**src/rtl/bitserial_sub_pkg.sv**
```systemverilog
// bitserial_sub_pkg: shared filter package with the serial-subtractor FSM encoding and default width
package bitserial_sub_pkg;
  localparam int DEF_WIDTH = 16;
  typedef enum logic [1:0] {IDLE, SHIFT, DONE} state_t;
endpackage

```
**src/rtl/bitserial_sub_fsub.sv**
```systemverilog
// fsub: one-bit full subtractor cell, sso = sain - sbin - scin, sco = borrow out
module fsub (
  input  logic sain,
  input  logic sbin,
  input  logic scin,
  output logic sso,
  output logic sco
);
  assign sso = sain ^ sbin ^ scin;
  assign sco = (~sain & sbin) | (~(sain ^ sbin) & scin);
endmodule

```
**src/rtl/bitserial_sub.sv**
```systemverilog
// bitserial_sub: LSB-first serial subtractor e = d - y with borrow and signed overflow flags
module bitserial_sub
  import bitserial_sub_pkg::*;
#(
  parameter int WIDTH = DEF_WIDTH
) (
  input  logic             clk,
  input  logic             rst_n,
  input  logic             start,
  input  logic [WIDTH-1:0] d_in,
  input  logic [WIDTH-1:0] y_in,
  output logic             busy,
  output logic             done,
  output logic [WIDTH-1:0] e_out,
  output logic             borrow_out,
  output logic             ovf
);
  localparam int CW = $clog2(WIDTH);
  state_t state, nxt;
  logic [WIDTH-1:0] a, b, r;
  logic [CW-1:0] cnt;
  logic bf, diff, borrow, accept, last;
  fsub u_fsub (.sain(a[0]), .sbin(b[0]), .scin(bf), .sso(diff), .sco(borrow));
  assign accept = start && state != SHIFT;
  assign last = state == SHIFT && cnt == CW'(WIDTH - 1);
  assign busy = state == SHIFT;
  assign done = state == DONE;
  // state register
  always_ff @(posedge clk or negedge rst_n)
    if (!rst_n) state <= IDLE;
    else state <= nxt;
  // next state: start wins outside SHIFT, DONE lasts one cycle
  always_comb begin
    nxt = state;
    nxt = accept ? SHIFT : last ? DONE : state == DONE ? IDLE : state;
  end
  // operand capture, bit-serial shifting, and result publication on the last bit
  always_ff @(posedge clk or negedge rst_n)
    if (!rst_n) begin
      a <= '0;
      b <= '0;
      r <= '0;
      bf <= 1'b0;
      cnt <= '0;
      e_out <= '0;
      borrow_out <= 1'b0;
      ovf <= 1'b0;
    end else if (accept) begin
      a <= d_in;
      b <= y_in;
      bf <= 1'b0;
      cnt <= '0;
    end else if (state == SHIFT) begin
      a <= a >> 1;
      b <= b >> 1;
      r <= {diff, r[WIDTH-1:1]};
      bf <= borrow;
      cnt <= cnt + 1'b1;
      if (last) begin
        e_out <= {diff, r[WIDTH-1:1]};
        borrow_out <= borrow;
        ovf <= (a[0] ^ b[0]) & (diff ^ a[0]);
      end
    end
endmodule

```
**config.mk**
```make
export PLATFORM = sky130hd
export DESIGN_NAME = bitserial_sub
export DESIGN_NICKNAME = d
export VERILOG_FILES = /design/src/rtl/bitserial_sub_pkg.sv /design/src/rtl/bitserial_sub_fsub.sv /design/src/rtl/bitserial_sub.sv
export SDC_FILE = /design/constraint.sdc
export NUM_CORES = 1
export LEC_CHECK = 0
export CAP_MARGIN = 25
export CELL_PAD_IN_SITES_DETAIL_PLACEMENT = 0
export CELL_PAD_IN_SITES_GLOBAL_PLACEMENT = 1
export CORE_AREA = 5 5 72 124
export DETAILED_ROUTE_END_ITERATION = 10
export DIE_AREA = 0 0 77 129
export PLACE_DENSITY = 0.77
export REMOVE_ABC_BUFFERS = 1
export SYNTH_ARGS = -nofsm -noshare
export SYNTH_HDL_FRONTEND = slang
export SYNTH_SLANG_ARGS = --single-unit
```
**constraint.sdc**
```tcl
create_clock -name clk -period 2 [get_ports clk]
set_clock_uncertainty 0.2 [all_clocks]
set_input_delay 0.4 -clock clk [delete_from_list [all_inputs] [get_ports clk]]
set_output_delay 0.4 -clock clk [all_outputs]
set_load 0.01 [all_outputs]
```
# After elaboration in Yosys (flattened, before gate mapping)
# Cells that the tools add are included.
[totals]
regBits = 73
latch_bits = 0
mem_bits_rw = 0
mem_bits_ro = 0
inputBits = 35
elab_cells = 41
memories = 0
[op_classes]
add_sub_neg = 1
multipliers = 0
n_div = 0
magnitude_cmp = 0
eq_ne = 4
shifts = 0
n_mux = 11
bitwise_logic = 10
n_reduce_logical = 6
[op_table]
columns = ["op", "count"]
rows = [
  ["2-to-1 mux 16 bit", 4],
  ["2-to-1 mux 4 bit", 2],
  ["2-to-1 mux 2 bit", 3],
  ["adder 4 x 1 -> 4 bit (second input constant)", 1],
  ["equality test 4 bit (second input constant)", 1],
  ["AND 1 bit", 3],
  ["NOT 1 bit", 3],
  ["AND reduction 3 bit", 1],
  ["nonzero test 3 bit", 1],
  ["XOR 1 bit", 3],
  ["equality test 2 x 1 -> 1 bit (second input constant)", 1],
  ["equality test 2 bit (second input constant)", 1],
  ["logical AND 1 bit", 2],
  ["2-to-1 mux 1 bit", 2],
  ["!= test 2 x 1 -> 1 bit (second input constant)", 1],
  ["AND reduction 2 bit", 1],
  ["nonzero test 2 bit", 1],
  ["bitwise OR 1 bit", 1],
]

# Logic depth before layout (Yosys ltp)
[depth]
word_depth = 6
mapped_depth = 5
depth_no_buf = 5

# Cells and area by module
# A second synthesis with hierarchy kept.
[hier_totals]
hier_cells = 244
area_unflattened_um2 = 3057.9
[modules_own_cells]
columns = ["mod", "n_inst", "cells_per_inst", "area_per_inst_um2", "seq_area_each_um2"]
rows = [
  ["bitserial_sub", 1, 240, 3026.7, 1801.7],
  ["fsub", 1, 4, 31.3, 0.0],
]

# Worst setup path after synthesis
# Ideal clock, no wire load.
[synth_path]
kind = "reg2reg"
startpoint = "reg bf"
endpoint = "reg ovf"
setup_ns = 0.125
arrival_ns = 1.382
required_time_ns = 1.675
setup_slack_ns = 0.293
path_stages_with_launch = 5
path_cell_list = "dfrtp_1 -> fa_1 -> xor2_1 -> nor2_1 -> mux2_4"
[synth_via]
elab_chain_cells = 3
[synth_rtl]
columns = ["element", "line", "rtl"]
rows = [
  ["from (decl)", "bitserial_sub.sv:22", "logic bf, diff, borrow, accept, last;"],
  ["from (signal assigned)", "bitserial_sub.sv:57", "bf <= borrow;"],
  ["XOR 1 bit", "bitserial_sub_fsub.sv:9", "assign sso = sain ^ sbin ^ scin;"],
  ["XOR 1 bit", "bitserial_sub.sv:62", "ovf <= (a[0] ^ b[0]) & (diff ^ a[0]);"],
  ["AND 1 bit", "bitserial_sub.sv:62", ""],
  ["to (signal assigned)", "bitserial_sub.sv:62", ""],
  ["to (decl)", "bitserial_sub.sv:16", "output logic ovf"],
]
# Every way passes these cells.
# A chain may end at the register's enable or synchronous reset.

# Worst setup path after layout
[layout_path]
startpoint = "reg state[1]"
endpoint = "out busy"
[layout_via]
elab_chain_cells = 1
[layout_rtl]
columns = ["element", "line", "rtl"]
rows = [
  ["from (decl)", "bitserial_sub.sv:19", "state_t state, nxt;"],
  ["from (signal assigned)", "bitserial_sub.sv:31", "else state <= nxt;"],
  ["equality test 2 x 1 -> 1 bit", "bitserial_sub.sv:26", "assign busy = state == SHIFT;"],
  ["to (decl)", "bitserial_sub.sv:12", "output logic busy,"],
]
# Every way passes these cells.

==> results.cfg <==
[finish]
post_route_cells_drive_above_1_share = 0.126
layout-area-overhead-vs-synth_pct = 29.8
design.final.nets = 367
final-instance-count-excl-fill = 424
utilization = 0.519
antennaDiodeCount = 0

[critical_path]
timing.critical_path.arrival_ps = 1260
max_stage_delay_ps = 390
path_cells = nand2b_4 > inv_4 > dlygate4sd2_1
critPathSlowestCell = dfrtp_1
regToRegEndpoint = e_out[9]$_DFFE_PN0P_
worst-setup-path-type = register to output pin
regToRegSetupSlack_ps = 210
reg2regPathDepth = 4
worstSetupEndpointType = output pin
crit_fanout = 7
crit_path_start = state[1]$_DFFE_PN0P_
r2r-start = state[1]$_DFFE_PN0P_
critical_path.startpoint_type = register
worstPathRequired_ps = 1400
timing.critical_path.max_delay_family = flip-flops
critical_path.n_buffers_inverters = 2

[detailed_routing]
antenna_left = 0
drt_drc_violations_left = 0
dr.pass1.iters = 4
vias_per_cell = 4.92
postRouteWirelength_mm = 5.77
initial_detailed_routing_violation_count = 69
routed.top_layer = met4
via_count = 2085
route.detailed.wl_per_inst_um = 13.6
route.met3.wl_um = 258
detailroute.wirelength.met2_mm = 3.01
met1Wirelength_mm = 2.36

[global_route]
maximum_number_of_pins_on_one_net_before_global_route_repair = 64
groute.usage.overall = 0.124
vias_in_the_first_global_route = 2098
grt_first_pass_wirelength_mm = 9.72
global_route_congestion_overflow_total = 0
antenna_found_initial = 0

[floorplanning]
number_of_standard_cell_rows_in_the_floorplan = 43
boundaryPins = 55
core_area_um2 = 7800
die_area_um2 = 9930
die-height_um = 129
die_w_um = 77
start_util = 0.400

[sta]
final_min_period_over_clock_period = 0.928
finalMaxSlewViolations = 0
finalCriticalPeriod_ps = 1860
achievable-frequency_mhz = 539
setup_viol = 0
grt_setup_unrepaired = no
slew-limit-headroom = 0.670
fin_tns_setup_ps = 0
tightestPinTransition_ps = 495
finalHoldViolations = 0

[hold_path]
whs_path_depth = 2
whs_endpoint = r[1]$_DFFE_PN0P_
timing.hold.worst.class = register to register
min_from = r[1]$_DFFE_PN0P_

[pwr]
leakagePower_uw = 0.00193
sequentialPowerShare = 0.400
power_frac_comb = 0.338
power_density_nw_per_um2 = 1510
power.switching_fraction = 0.322
largest_vdd_supply_drop_mv = 0.858
clock_power_share = 0.262
switching_power_uw = 1980
internal_power_uw = 4150
report.power.total_uw = 6130

[cts]
cts_post_setup_buffers_inserted = 0
cts_num_sinks = 72
cts_root_buf = clkbuf_16
clock_slew_at_reported_path_ffs_ps = 50
htree_levels = 3
clock_latency_ps = 330
cts-root-to-sink-buffers = 2
cts_tree = yes
cts-buffers-inserted = 9

[job]
max_cap_violations = 0

[synth]
synth-seq-area-share = 0.577
synthMostInstantiatedCell = nand2_1
synth_largest_type_area_fraction = 0.577
syn-instance-count = 274
synth.avg_cell_area_um2 = 11.4
postSynth.asyncResetShare = 1.00
yosysTopAreaCell = dfrtp_1
synth_enable_flop_cells = 0
synthDistinctLibCells = 24
synthesis.area_um2 = 3120
ys_ff_latch = 72
synth_top_cells_by_area = dfrtp_1, mux2i_1, nand2_1, mux2_4, o21ai_0
yosys-top-cells-count = nand2_1, dfrtp_1, mux2i_1, o21ai_0, mux2_4
synth.yosys.warnings = 0
dominant_register_cell_in_the_synthesized_netlist = dfrtp_1

[place]
dp_cells = 407
place.port_buffers = 54
hpwlAfterDp_mm = 3.92
routabilityCongestion = 0.708

[outcome]
outcome = finished, final reports clean
-- power by group through the flow --
| stage | clock (uW) | combinational (uW) | sequential, uW |
|---|---|---|---|
| floorplan | 0 | 1270 | 2460 |
| global placement | 0 | 2090 | 2460 |
| detailed placement | 0 | 2150 | 2480 |
| CTS | 1640 | 2140 | 2470 |
| global route | 1720 | 2350 | 2540 |
| finish | 1600 | 2070 | 2450 |
-- flip-flops by register name (all words and copies together) (netlist names) --
name,count
b,16
borrow_out,1
r,15
cnt,4
ovf,1
a,16
e_out,16
bf,1
state,2
-- what timing repair did --
action	in CTS	in global routing
hold buffers	1	0
hold endpoints to repair	29	0
setup endpoints to repair	2	0
gates resized for setup	2	0
-- worst max-delay path by stage --
stage                                         to  slack (ps)  cells past startpoint
after CTS                                   busy         110                      3
after global placement                      busy         220                      3
final                                       busy         140                      3
after global routing                        busy          70                      3
after detailed placement                    busy         210                      3
after floorplan           borrow_out$_DFFE_PN0P_        -160                      4
-- through the flow --
step           area, um^2  setup WS, ps  hold WS [ps]
2_1_floorplan        3040          -163         -95.6
3_3_place_gp         3740           220           161
3_5_place_dp         3740           207           166
4_1_cts              4050           114           281
5_1_grt              4050          73.6           292
6_report             4050           144           275
-- metal layers --
metal,GRT usage,up-vias
met5,0,-
met4,0.0607,0
met3,0.0371,9
met2,0.211,39
met1,0.141,1017
li1,-,1020
-- cell type report --
cell class | instances | area, um^2
inverter | 3 | 13.8
fill | 716 | 3750
clock buffer | 13 | 260
tap | 90 | 113
timing repair buffer | 60 | 603
multi-input combinational | 183 | 1220
sequential | 72 | 1800
clock inverter | 3 | 40.0
-- cell families after synthesis --
| group | synth area share |
|---|---|
| AO/OA/AOI/OAI | 0.0585 |
| flip-flops | 0.577 |
| multiplexers | 0.191 |
| adder cells (fa/ha/maj) | 0.0144 |
| AND/OR/NAND/NOR | 0.121 |
| XOR/XNOR | 0.00561 |
| buffers and inverters | 0.0317 |
-- worst min-delay path: stages (launching register included) --
cell and delay, ps:
dfrtp_1 340, nand2_1 50, nand2_1 60
-- cells in the final DEF, fill, tap and decap left out --
cell type        count
clkbuf_16            9
a21oi_1              2
nand2_1             78
mux2_2               1
fa_1                 1
inv_4                1
ha_1                 2
o21bai_1             1
nor2_1               5
and4_4               1
clkdlybuf4s50_1     50
dfrtp_1             72
clkbuf_8             2
nand3b_1             4
mux2_4              17
dlygate4sd2_1        2
o21ai_0             33
mux2i_1             33
xor2_1               2
buf_2                1
clkbuf_1             2
inv_1                2
nand2b_4             1
nor2b_1              1
nand3_1              1
dlygate4sd3_1        1
buf_4                4
clkinv_2             2
bufinv_16            1
buf_12               2
Power figures use the tool's default switching activity.
